[config.mk]
export PLATFORM = sky130hd
export DESIGN_NAME = avmm_segled_ctrl_flat
export DESIGN_NICKNAME = d
export VERILOG_FILES = /design/src/rtl/avmm_segled_ctrl_pkg.sv /design/src/rtl/avmm_segled_ctrl_if.sv /design/src/rtl/avmm_segled_ctrl_bin2bcd.sv /design/src/rtl/avmm_segled_ctrl.sv /design/src/flat_wrapper.sv
export SDC_FILE = /design/constraint.sdc
export NUM_CORES = 1
export LEC_CHECK = 0
export ABC_AREA = 1
export BUFFER_PORTS_ARGS = -buffer_cell sky130_fd_sc_hd__buf_2
export CAP_MARGIN = 20
export CORE_UTILIZATION = 50
export DETAILED_ROUTE_END_ITERATION = 6
export PLACE_DENSITY = 0.67
export SLEW_MARGIN = 20
export SYNTH_ARGS = -nofsm -noshare
export SYNTH_HDL_FRONTEND = slang
export SYNTH_SLANG_ARGS = --single-unit
[constraint.sdc]
create_clock -name sys_clk -period 2.3 [get_ports sys_clk]
set_clock_uncertainty 0.1 [all_clocks]
set_input_delay 0.46 -clock sys_clk [delete_from_list [all_inputs] [get_ports sys_clk]]
set_output_delay 0.46 -clock sys_clk [all_outputs]
set_load 0.005 [all_outputs]
[src/rtl/avmm_segled_ctrl_pkg.sv]
// Shared constants, types and the 7-segment encoder for the Avalon-MM segment LED controller.
package avmm_segled_ctrl_pkg;

  localparam logic [1:0] AddrData   = 2'd0;
  localparam logic [1:0] AddrCtrl   = 2'd1;
  localparam logic [1:0] AddrStatus = 2'd2;

  localparam int unsigned CtrlW       = 9;
  localparam int unsigned CtrlEnBit   = 0;
  localparam int unsigned CtrlSignBit = 1;
  localparam int unsigned CtrlDotLsb  = 2;
  localparam int unsigned CtrlLzbBit  = 8;

  localparam int unsigned NumDigits = 6;
  localparam int unsigned BcdW      = 4 * NumDigits;
  localparam logic [31:0] DataMax   = 32'd999999;

  // Active-low {g,f,e,d,c,b,a}
  localparam logic [6:0] SegDigit0 = 7'h40;
  localparam logic [6:0] SegDigit1 = 7'h79;
  localparam logic [6:0] SegDigit2 = 7'h24;
  localparam logic [6:0] SegDigit3 = 7'h30;
  localparam logic [6:0] SegDigit4 = 7'h19;
  localparam logic [6:0] SegDigit5 = 7'h12;
  localparam logic [6:0] SegDigit6 = 7'h02;
  localparam logic [6:0] SegDigit7 = 7'h78;
  localparam logic [6:0] SegDigit8 = 7'h00;
  localparam logic [6:0] SegDigit9 = 7'h10;
  localparam logic [6:0] SegBlank  = 7'h7F;
  localparam logic [6:0] SegMinus  = 7'h3F;

  typedef enum logic [1:0] {StIdle, StShift, StLoad} conv_state_e;

  function automatic logic [6:0] seg_encode(input logic [3:0] bcd);
    logic [6:0] pat;
    case (bcd)
      4'd0:    pat = SegDigit0;
      4'd1:    pat = SegDigit1;
      4'd2:    pat = SegDigit2;
      4'd3:    pat = SegDigit3;
      4'd4:    pat = SegDigit4;
      4'd5:    pat = SegDigit5;
      4'd6:    pat = SegDigit6;
      4'd7:    pat = SegDigit7;
      4'd8:    pat = SegDigit8;
      4'd9:    pat = SegDigit9;
      default: pat = SegBlank;
    endcase
    return pat;
  endfunction

endpackage

[src/rtl/avmm_segled_ctrl_if.sv]
// Avalon-MM slave bus bundle between the Nios II fabric and the segment LED controller.
interface avmm_segled_ctrl_if;
  logic [1:0]  avs_address;
  logic        avs_write;
  logic [31:0] avs_writedata;
  logic        avs_read;
  logic [31:0] avs_readdata;

  modport master (
    output avs_address, avs_write, avs_writedata, avs_read,
    input  avs_readdata
  );

  modport slave (
    input  avs_address, avs_write, avs_writedata, avs_read,
    output avs_readdata
  );
endinterface

[src/rtl/avmm_segled_ctrl_bin2bcd.sv]
// Iterative double-dabble converter: one add-3/shift step per cycle, then a one-cycle LOAD state.
module avmm_segled_ctrl_bin2bcd
  import avmm_segled_ctrl_pkg::*;
#(
  parameter int unsigned BIN_W = 20
) (
  input  logic             clk_i,
  input  logic             rst_i,
  input  logic             start_i,
  input  logic [BIN_W-1:0] bin_i,
  output logic             busy_o,
  output logic             done_o,
  output logic [BcdW-1:0]  bcd_o
);

  localparam int unsigned CntW = $clog2(BIN_W);
  localparam logic [CntW-1:0] CntLast = CntW'(BIN_W - 1);

  conv_state_e      state_q;
  logic [BIN_W-1:0] bin_q;
  logic [BcdW-1:0]  bcd_q;
  logic [BcdW-1:0]  bcd_adj;
  logic [CntW-1:0]  cnt_q;

  always_comb begin
    bcd_adj = bcd_q;
    for (int i = 0; i < NumDigits; i++) begin
      if (bcd_q[4*i +: 4] > 4'd4) begin
        bcd_adj[4*i +: 4] = bcd_q[4*i +: 4] + 4'd3;
      end
    end
  end

  // A start in any state abandons the current conversion
  always_ff @(posedge clk_i) begin
    if (rst_i) begin
      state_q <= StIdle;
      bin_q   <= '0;
      bcd_q   <= '0;
      cnt_q   <= '0;
    end else if (start_i) begin
      state_q <= StShift;
      bin_q   <= bin_i;
      bcd_q   <= '0;
      cnt_q   <= '0;
    end else begin
      unique case (state_q)
        StShift: begin
          {bcd_q, bin_q} <= {bcd_adj[BcdW-2:0], bin_q, 1'b0};
          cnt_q          <= cnt_q + 1'b1;
          if (cnt_q == CntLast) begin
            state_q <= StLoad;
          end
        end
        StLoad:  state_q <= StIdle;
        default: state_q <= StIdle;
      endcase
    end
  end

  assign busy_o = (state_q != StIdle);
  assign done_o = (state_q == StLoad);
  assign bcd_o  = bcd_q;

endmodule

[src/rtl/avmm_segled_ctrl.sv]
// Avalon-MM register file, BCD display latch, digit scanner and blanking/sign output stage.
module avmm_segled_ctrl
  import avmm_segled_ctrl_pkg::*;
#(
  parameter int unsigned SCAN_DIV = 50000,
  parameter int unsigned BIN_W    = 20
) (
  input  logic              sys_clk,
  input  logic              sys_rst,
  avmm_segled_ctrl_if.slave avs,
  output logic [5:0]        sel,
  output logic [7:0]        seg_led
);

  localparam int unsigned ScanW = $clog2(SCAN_DIV);
  localparam logic [ScanW-1:0] ScanLast = ScanW'(SCAN_DIV - 1);

  logic             wr_data, wr_ctrl;
  logic [BIN_W-1:0] wdata_sat;
  logic [BIN_W-1:0] data_q;
  logic [CtrlW-1:0] ctrl_q;
  logic             start_q;
  logic             busy;
  logic [31:0]      rdata_d, rdata_q;

  logic             conv_busy, conv_done;
  logic [BcdW-1:0]  conv_bcd;
  logic [BcdW-1:0]  latch_q;

  logic [ScanW-1:0] scan_q;
  logic [2:0]       idx_q;

  logic [2:0]       msd;
  logic [2:0]       minus_pos;
  logic             show_minus;
  logic [5:0]       dot;
  logic [6:0]       pattern;
  logic [5:0]       sel_d, sel_q;
  logic [7:0]       seg_d, seg_q;

  assign wr_data   = avs.avs_write && (avs.avs_address == AddrData);
  assign wr_ctrl   = avs.avs_write && (avs.avs_address == AddrCtrl);
  assign wdata_sat = (avs.avs_writedata > DataMax) ? BIN_W'(DataMax)
                                                   : avs.avs_writedata[BIN_W-1:0];
  assign busy      = start_q | conv_busy;

  avmm_segled_ctrl_bin2bcd #(
    .BIN_W (BIN_W)
  ) u_bin2bcd (
    .clk_i   (sys_clk),
    .rst_i   (sys_rst),
    .start_i (start_q),
    .bin_i   (data_q),
    .busy_o  (conv_busy),
    .done_o  (conv_done),
    .bcd_o   (conv_bcd)
  );

  always_comb begin
    rdata_d = '0;
    unique case (avs.avs_address)
      AddrData:   rdata_d[BIN_W-1:0] = data_q;
      AddrCtrl:   rdata_d[CtrlW-1:0] = ctrl_q;
      AddrStatus: rdata_d[0]         = busy;
      default:    rdata_d            = '0;
    endcase
  end

  // A pending restart suppresses the load so a superseded value never reaches the latch
  always_ff @(posedge sys_clk) begin
    if (sys_rst) begin
      data_q  <= '0;
      ctrl_q  <= '0;
      start_q <= 1'b0;
      rdata_q <= '0;
      latch_q <= '0;
    end else begin
      start_q <= wr_data;
      if (wr_data) begin
        data_q <= wdata_sat;
      end
      if (wr_ctrl) begin
        ctrl_q <= avs.avs_writedata[CtrlW-1:0];
      end
      if (avs.avs_read) begin
        rdata_q <= rdata_d;
      end
      if (conv_done && !start_q) begin
        latch_q <= conv_bcd;
      end
    end
  end

  always_ff @(posedge sys_clk) begin
    if (sys_rst) begin
      scan_q <= '0;
      idx_q  <= '0;
    end else if (scan_q == ScanLast) begin
      scan_q <= '0;
      idx_q  <= (idx_q == 3'd5) ? 3'd0 : idx_q + 3'd1;
    end else begin
      scan_q <= scan_q + 1'b1;
    end
  end

  always_comb begin
    msd = '0;
    for (int i = 1; i < NumDigits; i++) begin
      if (latch_q[4*i +: 4] != 4'd0) begin
        msd = 3'(i);
      end
    end
  end

  // Sign only fits when the top digit is free, i.e. the value is at most 99999
  assign show_minus = ctrl_q[CtrlSignBit] && (latch_q[BcdW-1 -: 4] == 4'd0);
  assign minus_pos  = ctrl_q[CtrlLzbBit] ? msd + 3'd1 : 3'd5;
  assign dot        = ctrl_q[CtrlDotLsb +: NumDigits];

  always_comb begin
    pattern = seg_encode(latch_q[{idx_q, 2'b00} +: 4]);
    if (ctrl_q[CtrlLzbBit] && (idx_q > msd)) begin
      pattern = SegBlank;
    end
    if (show_minus && (idx_q == minus_pos)) begin
      pattern = SegMinus;
    end
    if (ctrl_q[CtrlEnBit]) begin
      sel_d = ~(6'b1 << idx_q);
      seg_d = {~dot[idx_q], pattern};
    end else begin
      sel_d = 6'h3F;
      seg_d = 8'hFF;
    end
  end

  always_ff @(posedge sys_clk) begin
    if (sys_rst) begin
      sel_q <= 6'h3F;
      seg_q <= 8'hFF;
    end else begin
      sel_q <= sel_d;
      seg_q <= seg_d;
    end
  end

  assign sel              = sel_q;
  assign seg_led          = seg_q;
  assign avs.avs_readdata = rdata_q;

endmodule

[src/flat_wrapper.sv]
// flat-port wrapper written by rule: the top's interface ports become plain ports
module avmm_segled_ctrl_flat import avmm_segled_ctrl_pkg::*;
#(
  parameter int unsigned SCAN_DIV = 50000,
  parameter int unsigned BIN_W    = 20
)
  (sys_clk, sys_rst, sel, seg_led, avs_avs_address, avs_avs_write, avs_avs_writedata, avs_avs_read, avs_avs_readdata);
  avmm_segled_ctrl_if avs_i ();
  input  logic sys_clk;
  input  logic sys_rst;
  output logic [5:0] sel;
  output logic [7:0] seg_led;
  input wire logic [$bits(avs_i.avs_address)-1:0] avs_avs_address;
  input wire logic [$bits(avs_i.avs_write)-1:0] avs_avs_write;
  input wire logic [$bits(avs_i.avs_writedata)-1:0] avs_avs_writedata;
  input wire logic [$bits(avs_i.avs_read)-1:0] avs_avs_read;
  output wire logic [$bits(avs_i.avs_readdata)-1:0] avs_avs_readdata;
  assign avs_i.avs_address = avs_avs_address;
  assign avs_i.avs_write = avs_avs_write;
  assign avs_i.avs_writedata = avs_avs_writedata;
  assign avs_i.avs_read = avs_avs_read;
  assign avs_avs_readdata = avs_i.avs_readdata;
  avmm_segled_ctrl #(.SCAN_DIV(SCAN_DIV), .BIN_W(BIN_W)) u_core (.sys_clk(sys_clk), .sys_rst(sys_rst), .avs(avs_i), .sel(sel), .seg_led(seg_led));
endmodule
==> results of run 1 <==
-- tightest hold or removal path: stages --
cell     delay, ns
buf_2         0.10
nand3_1       0.07
a21oi_1       0.05
-- per-layer routing --
metal	up-vias	track usage (%)
met5	-	0
met4	0	8.33
met3	23	5.91
met2	105	37.8
met1	2958	29.2
li1	3450	-
-- sequential cells by signal, summed over array words and instances (netlist names) --
signal,count
u_core.u_bin2bcd.bcd_o,24
u_core.scan_q,16
u_core.u_bin2bcd.bin_q,20
u_core.avs.avs_readdata,20
u_core.idx_q,3
u_core.ctrl_q,9
u_core.data_q,20
u_core.sel,6
u_core.latch_q,24
u_core.start_q,1
u_core.u_bin2bcd.state_q,2
u_core.seg_led,8
u_core.u_bin2bcd.cnt_q,5
-- per-stage QoR --
stage	hold slack [ns]	instances	setup TNS, ns
2_1_floorplan	0.318	1028	0
3_3_place_gp	0.332	1244	0
3_5_place_dp	0.344	1244	0
4_1_cts	0.198	1276	0
5_1_grt	0.216	1276	-0.000569
6_report	0.215	1276	0
-- final timing paths --
check / end / depth (start not counted) / startpoint
max: u_core.seg_led[3] / 11 / u_core.idx_q[2]
min: u_core.data_q[12] / 3 / avs_avs_writedata[12]
min reg2reg: u_core.scan_q[0] / 1 / u_core.scan_q[0]
max reg2reg: u_core.seg_led[3] / 11 / u_core.idx_q[2]
-- cell usage after synthesis, types with 3 or more instances --
master and instances:
nand2_1 176, dfxtp_1 158, inv_1 125, o21ai_0 105
a21oi_1 88, nor2_1 79, nand3_1 56, a31oi_1 32
clkbuf_1 25, ha_1 24, buf_2 16, or2_2 15
buf_4 13, nor3_1 13, nand2_2 11, xor2_1 10
o221ai_1 9, a211oi_1 7, inv_2 7, nand4_1 4
nor4_1 4, o211ai_1 4, buf_1 3, nor2_4 3
nor3b_1 3, o21ai_1 3
-- area by class of cell --
class	count	share of cell area [%]
Clock buffer	21	5.35
Clock inverter	11	2.18
Inverter	135	6.11
Multi-Input combinational cell	678	41.2
Sequential cell	158	36.8
Tap cell	184	2.68
Timing Repair Buffer	89	5.70
-- timing repair --
action                     CTS  global route
setup endpoints to repair    0             7
resized for setup            0            11
buffers inserted             0             0
-- power breakdown --
part | leakage [nW] | total, mW | internal (mW) | switching, mW
Sequential | 1.28 | 2.86 | 2.81 | 0.0482
Clock | 0.309 | 3.07 | 1.98 | 1.10
Combinational | 2.02 | 0.346 | 0.125 | 0.220
Total | 3.62 | 6.28 | 4.91 | 1.36
-- cell families after synthesis --
| group | after synthesis | synth area share [%] |
|---|---|---|
| buf+inv | 192 | 10.8 |
| other cells | 1 | 0.0504 |
| flops | 158 | 42.5 |
| simple gates | 373 | 22.0 |
| compound gates | 258 | 19.3 |
| xor+xnor | 11 | 1.29 |
| fa+ha+maj | 24 | 4.03 |
==> metrics.md, run 1 <==
| Metric | Value |
|---|---|
| Outcome | `finished clean` |
| Global-route wire length before repair | `27.8 mm` |
| Fill cell count | `1392` |
| Post-synth top area cell | `dfxtp_1` |
| P&R area growth vs syn | `15.6%` |
| Wire length on met2 | `7.93 mm` |
| Most frequent CP cell | `nor2_1` |
| Detailed placement HPWL | `11.8 mm` |
| Remaining Overflow, GRT | `0` |
| FF+latch area | `3170 sq um` |
| Clock slew at reported path FFs | `0.06 ns` |
| Peak VDD IR | `0.518 mV` |
| Top layer in use | `met4` |
| Detail Route met3 WL | `605 microns` |
| Core ar. | `14500 sq um` |
| Synth Flop Type | `dfxtp_1` |
| Crit-path cells | `bufinv_8 > nor2_4 > a22oi_1 > nand2_1 > inv_1 > ha_1 > inv_1 > nor2_1 > nor2_1 > nor2_1 > nand3_1` |
| Final Hold Violating Endpoints | `0` |
| Drt wl/cell | `13.1 microns` |
| Max transition margin | `59.7%` |
| Syn avg cell area | `7.32 sq um` |
| Htree depth | `4` |
| # rows | `44` |
| Final ANT Viol Nets | `0` |
| Worst-Margin Slew | `0.604 ns` |
| Worst Path Required | `2.51 ns` |
| F_max | `481 MHz` |
| Die X | `124 microns` |
| Distinct cells, synth | `45` |
| Hold Path Class | `in -> reg` |
| CP Class | `reg -> reg` |
| PortBufs | `71` |
| Most common cell after layout, fill and taps aside | `nand2_1` |
| Startpoint types | `flop` |
| Crit share post-route | `90.5%` |
| Cts bufs inserted | `17` |
| Buf/Inv on CP | `3` |
| WP data arrival | `2.29 ns` |
| Area after DPL | `7930 sq um` |
| GRT Resource Usage Total | `23.1%` |
| Clock latency on the worst-skew pair | `0.42 ns` |
| Share of layout cells above drive strength 1 | `15.9%` |
| Ys Warns | `0` |
| Hold buffers post-CTS | `0` |
| Pins Over Slew Limit | `0` |
| Final WS setup | `0.219 ns` |
| Ant diodes | `0` |
| Most frequent cells in the layout | `nand2_1 (173), dfxtp_1 (155), inv_1 (125)` |
| Power Density | `729 nW/um^2` |
| Via Count | `6536` |
| Max-cap viol count | `0` |
| Slowest CP cell | `dfxtp_2` |
| Top cell type's share of synthesized area | `42.5%` |
| Pin count of the biggest net entering global routing | `49` |
| Sink Count | `158` |
| Final Critical Period | `2.08 ns` |
| Die area | `15400 sq um` |
| Critical path peak fanout | `15` |
| DR vias/cell | `5.12` |
| Met1 wire length | `7.87 mm` |
| LEAKAGE | `3.62 nW` |
| Post-synth EDFFs | `0` |
| Die height | `124 microns` |
| R2r setup slk | `0.22 ns` |
| Top cells by area, synth | `dfxtp_1 (43%), nand2_1 (8.9%), o21ai_0 (7.1%)` |
| Dpl ws | `0.176 ns` |
| Root Buffer | `clkbuf_16` |
| Nets | `1141` |
| Seq/Total Area, Yosys | `42.5%` |
| Final wirelength | `16.7 mm` |
| DRT Pass-1 Iters | `7` |
| Mapped Area | `7440 sq um` |
| Synthesized flop and latch total | `158` |
| Area of the multi-input gates | `3540 sq um` |
| Cell count after synthesis | `1017` |
| Remaining DRCs | `0` |
| IO Pins | `84` |
| Initial antenna violation count | `0` |
| Initial core utilization | `51.2%` |
| Initial drt markers | `385` |
| Final instance area | `8600 sq um` |
| Final GP Congestion | `0.829` |
| CP delay by family, top | `simple AND/OR/NAND/NOR gates` |
| Tot Pwr | `6.28 mW` |
| CTS tree | `done` |
| CTS Buffer Depth | `2` |
| Max stage delay on crit path | `0.37 ns` |
| Final Util | `59.2%` |
| Vias in the first global route | `6018` |
| Setup crit end kind | `flop` |
| Setup violators final | `0` |
| Post-synth ARST share | `0%` |
(Power assumes the default switching activity.)
==> inputs of run 2 (changes only) <==
--- a/config.mk
+++ b/config.mk
@@ -8,8 +8,10 @@
 export ABC_AREA = 1
 export BUFFER_PORTS_ARGS = -buffer_cell sky130_fd_sc_hd__buf_2
 export CAP_MARGIN = 20
+export CORE_ASPECT_RATIO = 1.75
 export CORE_UTILIZATION = 50
 export DETAILED_ROUTE_END_ITERATION = 6
+export GPL_ROUTABILITY_DRIVEN = 1
 export PLACE_DENSITY = 0.67
 export SLEW_MARGIN = 20
 export SYNTH_ARGS = -nofsm -noshare
==> constraint.sdc (replaced) <==
create_clock -name sys_clk -period 2.5 [get_ports sys_clk]
set_clock_uncertainty 0.1 [all_clocks]
set_input_delay 0.5 -clock sys_clk [delete_from_list [all_inputs] [get_ports sys_clk]]
set_output_delay 0.5 -clock sys_clk [all_outputs]
set_load 0.005 [all_outputs]
==> metrics.md, run 2 (synthesized netlist as in run 1, its figures left out) <==
| Metric | Value |
|---|---|
| Top layer in use | `met4 (unchanged)` |
| Initial core utilization | `51.5% (was 51.2%)` |
| # rows | `58 (was 44)` |
| Core ar. | `14400 sq um (was 14500 sq um)` |
| Met1 wire length | `6.89 mm (was 7.87 mm)` |
| LEAKAGE | `3.59 nW (was 3.62 nW)` |
| Area after DPL | `7920 sq um (was 7930 sq um)` |
| Final GP Congestion | `0.888 (was 0.829)` |
| DR vias/cell | `5.29 (was 5.12)` |
| CP Class | `reg -> reg (unchanged)` |
| Sink Count | `158 (unchanged)` |
| Power Density | `652 nW/um^2 (was 729 nW/um^2)` |
| Worst Path Required | `2.71 ns (was 2.51 ns)` |
| Most frequent cells in the layout | `nand2_1 (176), dfxtp_1 (158), inv_1 (125) (was nand2_1 (173), dfxtp_1 (155), inv_1 (125))` |
| FF+latch area | `3160 sq um (was 3170 sq um)` |
| IO Pins | `84 (unchanged)` |
| Crit share post-route | `91.5% (was 90.5%)` |
| F_max | `437 MHz (was 481 MHz)` |
| Outcome | `finished clean (unchanged)` |
| Detail Route met3 WL | `564 microns (was 605 microns)` |
| WP data arrival | `2.50 ns (was 2.29 ns)` |
| Clock slew at reported path FFs | `0.07 ns (was 0.06 ns)` |
| Root Buffer | `clkbuf_16 (unchanged)` |
| Clock latency on the worst-skew pair | `0.43 ns (was 0.42 ns)` |
| Die height | `163 microns (was 124 microns)` |
| CTS tree | `done (unchanged)` |
| Global-route wire length before repair | `30.1 mm (was 27.8 mm)` |
| CP delay by family, top | `simple AND/OR/NAND/NOR gates (unchanged)` |
| Remaining Overflow, GRT | `0 (unchanged)` |
| Via Count | `6735 (was 6536)` |
| Fill cell count | `1428 (was 1392)` |
| Setup violators final | `0 (unchanged)` |
| PortBufs | `71 (unchanged)` |
| Pins Over Slew Limit | `0 (unchanged)` |
| Final Critical Period | `2.29 ns (was 2.08 ns)` |
| Buf/Inv on CP | `2 (was 3)` |
| Initial drt markers | `249 (was 385)` |
| CTS Buffer Depth | `2 (unchanged)` |
| Ant diodes | `0 (unchanged)` |
| Startpoint types | `flop (unchanged)` |
| P&R area growth vs syn | `14.4% (was 15.6%)` |
| Final setup TNS | `0 ns (unchanged)` |
| Final Util | `59.0% (was 59.2%)` |
| Area of the multi-input gates | `3520 sq um (was 3540 sq um)` |
| Htree depth | `4 (unchanged)` |
| DRT Pass-1 Iters | `5 (was 7)` |
| Crit-path cells | `inv_2 > nand2_2 > nor2_4 > a22oi_1 > nand2_1 > inv_1 > ha_1 > nand3_1 > nand3_1 > nand2_1 > nand3b_1 (was bufinv_8 > nor2_4 > a22oi_1 > nand2_1 > inv_1 > ha_1 > inv_1 > nor2_1 > nor2_1 > nor2_1 > nand3_1)` |
| R2r setup slk | `0.21 ns (was 0.22 ns)` |
| Vias in the first global route | `6534 (was 6018)` |
| Final wirelength | `18.7 mm (was 16.7 mm)` |
| Final WS setup | `0.212 ns (was 0.219 ns)` |
| Detailed placement HPWL | `14.0 mm (was 11.8 mm)` |
| Drt wl/cell | `14.7 microns (was 13.1 microns)` |
| Initial antenna violation count | `0 (unchanged)` |
| Max transition margin | `58.7% (was 59.7%)` |
| Setup crit end kind | `flop (unchanged)` |
| Dpl ws | `0.208 ns (was 0.176 ns)` |
| Share of layout cells above drive strength 1 | `15.4% (was 15.9%)` |
| Pin count of the biggest net entering global routing | `49 (unchanged)` |
| Hold Path Class | `in -> reg (unchanged)` |
| Wire length on met2 | `10.3 mm (was 7.93 mm)` |
| Die area | `15400 sq um (about the same)` |
| Max-cap viol count | `0 (unchanged)` |
| Most common cell after layout, fill and taps aside | `nand2_1 (unchanged)` |
| Slowest CP cell | `dfxtp_1 (was dfxtp_2)` |
| Die X | `94.2 microns (was 124 microns)` |
| Final Hold Violating Endpoints | `0 (unchanged)` |
| Nets | `1141 (unchanged)` |
| Total setup buffers inserted after CTS | `0 (unchanged)` |
| Final ANT Viol Nets | `0 (unchanged)` |
| GRT Resource Usage Total | `25.6% (was 23.1%)` |
| Max stage delay on crit path | `0.64 ns (was 0.37 ns)` |
| Cts bufs inserted | `17 (unchanged)` |
| Worst-Margin Slew | `0.619 ns (was 0.604 ns)` |
| Unrepaired setup endpoints after global routing | `no` |
| Peak VDD IR | `0.415 mV (was 0.518 mV)` |
| Critical path peak fanout | `13 (was 15)` |
| Remaining DRCs | `0 (unchanged)` |
| Final instance area | `8520 sq um (was 8600 sq um)` |
## run 2: layout make-up
type | instances | share of cell area, %
Sequential cell | 158 | 37.1
Tap cell | 180 | 2.64
Timing Repair Buffer | 89 | 5.76
Inverter | 135 | 6.14
Clock inverter | 15 | 1.97
Clock buffer | 17 | 4.99
Multi-Input combinational cell | 678 | 41.4
## run 2: layer usage
| layer | vias up | GRT usage [%] |
|---|---|---|
| met5 | - | 0 |
| met1 | 3073 | 24.1 |
| li1 | 3450 | - |
| met3 | 65 | 3.86 |
| met4 | 0 | 16.5 |
| met2 | 147 | 49.4 |
## run 2: path summary, 6_finish.rpt
kind                            depth (start not counted)             startpoint           endpoint
worst max-delay path                                   11        u_core.idx_q[0]  u_core.seg_led[5]
worst min-delay path                                    3  avs_avs_writedata[11]  u_core.data_q[11]
worst max register to register                         11        u_core.idx_q[0]  u_core.seg_led[5]
worst min register to register                          1       u_core.scan_q[0]   u_core.scan_q[0]
## run 2: what timing repair did
item | CTS | global route
gates resized for setup | 0 | 1
hold buffers | 0 | 0
setup endpoints to repair | 0 | 6
## run 2: through the flow
stage / hold WS (ns) / total power [mW] / cells
after detailed placement: 0.346 / 3.01 / 1240
after CTS: 0.232 / 5.60 / 1272
final: 0.238 / 5.56 / 1272
after global routing: 0.255 / 5.76 / 1272
after global placement: 0.328 / 3.01 / 1240
after floorplan: 0.318 / 2.89 / 1028
## run 2: power breakdown
part	internal (mW)	switching (mW)	total, mW
registers	2.58	0.0496	2.63
logic	0.116	0.209	0.325
clock network	1.43	1.17	2.60
## run 2: tightest hold or removal path, stage by stage
cell     delay, ns
buf_2         0.10
nand3_1       0.07
a21oi_1       0.05
==> inputs of run 3 (changes only) <==
--- a/config.mk
+++ b/config.mk
@@ -10,6 +10,7 @@
 export CAP_MARGIN = 20
 export CORE_ASPECT_RATIO = 1.75
 export CORE_UTILIZATION = 50
+export CTS_BUF_LIST = sky130_fd_sc_hd__clkbuf_8
 export DETAILED_ROUTE_END_ITERATION = 6
 export GPL_ROUTABILITY_DRIVEN = 1
 export PLACE_DENSITY = 0.67
==> metrics.md, run 3 (synthesized netlist as in run 1, its figures left out) <==
| Metric | Value |
|---|---|
| Worst-Margin Slew | `0.609 ns (was 0.619 ns)` |
| Worst hold slack | `0.194 ns (was 0.238 ns)` |
| Max transition margin | `59.3% (was 58.7%)` |
| Unrepaired setup endpoints after global routing | `no (unchanged)` |
| Startpoint types | `flop (unchanged)` |
| Critical path peak fanout | `13 (unchanged)` |
| Clock slew at reported path FFs | `0.10 ns (was 0.07 ns)` |
| Most common cell after layout, fill and taps aside | `nand2_1 (unchanged)` |
| Vias in the first global route | `6485 (was 6534)` |
| Initial core utilization | `51.5% (unchanged)` |
| Clock latency on the worst-skew pair | `0.47 ns (was 0.43 ns)` |
| Remaining Overflow, GRT | `0 (unchanged)` |
| Worst Path Required | `2.76 ns (was 2.71 ns)` |
| P&R area growth vs syn | `11.9% (was 14.4%)` |
| Remaining DRCs | `0 (unchanged)` |
| Pin count of the biggest net entering global routing | `49 (unchanged)` |
| Outcome | `finished clean (unchanged)` |
| Setup crit end kind | `flop (unchanged)` |
| Crit share post-route | `91.7% (was 91.5%)` |
| Ant diodes | `0 (unchanged)` |
| Detailed placement HPWL | `14.0 mm (unchanged)` |
| Die X | `94.2 microns (unchanged)` |
| DRT Pass-1 Iters | `5 (unchanged)` |
| Power Density | `588 nW/um^2 (was 652 nW/um^2)` |
| CTS Buffer Depth | `2 (unchanged)` |
| Die area | `15400 sq um (unchanged)` |
| Final instance area | `8330 sq um (was 8520 sq um)` |
| Pins Over Slew Limit | `0 (unchanged)` |
| Nets | `1141 (unchanged)` |
| Htree depth | `4 (unchanged)` |
| GRT Resource Usage Total | `25.4% (was 25.6%)` |
| Final Hold Violating Endpoints | `0 (unchanged)` |
| # rows | `58 (unchanged)` |
| Crit-path cells | `inv_2 > nand2_2 > nor2_4 > a22oi_1 > nand2_1 > inv_1 > ha_1 > nand3_1 > nand3_1 > nand2_1 > nand3b_1 (unchanged)` |
| CTS tree | `done (unchanged)` |
| Root Buffer | `clkbuf_8 (was clkbuf_16)` |
| Die height | `163 microns (unchanged)` |
| Slowest CP cell | `dfxtp_1 (unchanged)` |
| Total setup buffers inserted after CTS | `0 (unchanged)` |
| WP data arrival | `2.55 ns (was 2.50 ns)` |
| DR vias/cell | `5.25 (was 5.29)` |
| Cts bufs inserted | `17 (unchanged)` |
| Final GP Congestion | `0.888 (unchanged)` |
| Final Critical Period | `2.29 ns (about the same)` |
| LEAKAGE | `3.50 nW (was 3.59 nW)` |
| Max-cap viol count | `0 (unchanged)` |
| F_max | `436 MHz (was 437 MHz)` |
| Hold Path Class | `in -> reg (unchanged)` |
| Share of layout cells above drive strength 1 | `15.4% (unchanged)` |
| Setup violators final | `0 (unchanged)` |
| Area after DPL | `7920 sq um (unchanged)` |
| Initial drt markers | `229 (was 249)` |
| Final setup TNS | `0 ns (unchanged)` |
| PortBufs | `71 (unchanged)` |
| Final ANT Viol Nets | `0 (unchanged)` |
| IO Pins | `84 (unchanged)` |
| Drt wl/cell | `14.6 microns (was 14.7 microns)` |
| Peak VDD IR | `0.393 mV (was 0.415 mV)` |
| Final Util | `57.7% (was 59.0%)` |
| Most frequent cells in the layout | `nand2_1 (176), dfxtp_1 (158), inv_1 (125) (unchanged)` |
| Via Count | `6675 (was 6735)` |
| Sink Count | `158 (unchanged)` |
| Initial antenna violation count | `0 (unchanged)` |
| Max stage delay on crit path | `0.65 ns (was 0.64 ns)` |
| Final wirelength | `18.6 mm (was 18.7 mm)` |
| CP Class | `reg -> reg (unchanged)` |
| Core ar. | `14400 sq um (unchanged)` |
| Global-route wire length before repair | `29.8 mm (was 30.1 mm)` |
==> run 3: routing by layer <==
layer  vias to the layer above  global-route usage (%)  wire length (microns)
met2                       141                    48.5                  10100
met5                         -                       0                      0
met1                      3024                    23.9                   6850
met4                         0                    15.9                   1020
met3                        70                    4.75                    551
li1                       3440                       -                      -
==> run 3: repair_timing <==
action,in CTS,in global routing
endpoints found under the setup margin,0,6
hold endpoints to repair,0,0
hold buffers,0,0
resized for setup,0,1
==> run 3: power breakdown <==
| group | switching, mW | total (mW) | leakage [nW] | internal (mW) |
|---|---|---|---|---|
| clock | 1.10 | 1.94 | 0.199 | 0.842 |
| combinational | 0.208 | 0.324 | 2.02 | 0.116 |
| sequential | 0.0492 | 2.63 | 1.28 | 2.58 |
| total | 1.35 | 4.89 | 3.50 | 3.54 |
==> run 3: final timing paths <==
kind	slack [ns]	cells past startpoint	to	start
hold reg to reg	0.35	1	u_core.scan_q[0]	u_core.scan_q[0]
setup reg to reg	0.21	11	u_core.seg_led[5]	u_core.idx_q[0]
hold / removal	0.19	3	u_core.data_q[11]	avs_avs_writedata[11]
setup / recovery	0.21	11	u_core.seg_led[5]	u_core.idx_q[0]
==> run 3: final cells by class <==
type | count | area, sq um
Clock buffer | 17 | 234
Clock inverter | 15 | 168
Fill cell | 1457 | 6120
Inverter | 135 | 523
Multi-Input combinational cell | 678 | 3520
Sequential cell | 158 | 3160
Tap cell | 180 | 225
Timing Repair Buffer | 89 | 490
==> run 3: through the flow <==
stage | total power [mW] | setup WS [ns] | std cells
after floorplan | 2.89 | 0.427 | 1028
final | 4.89 | 0.207 | 1272
after global placement | 3.01 | 0.230 | 1240
after detailed placement | 3.01 | 0.208 | 1240
after global routing | 5.09 | 0.00759 | 1272
after CTS | 4.93 | 0.219 | 1272
==> run 3: critical path, delay by kind of cell (launching register included) <==
family / cells / cell delay, ns
simple gates: 7 / 0.72
flops: 1 / 0.65
buf+inv: 2 / 0.35
compound gates: 1 / 0.20
fa+ha+maj: 1 / 0.18
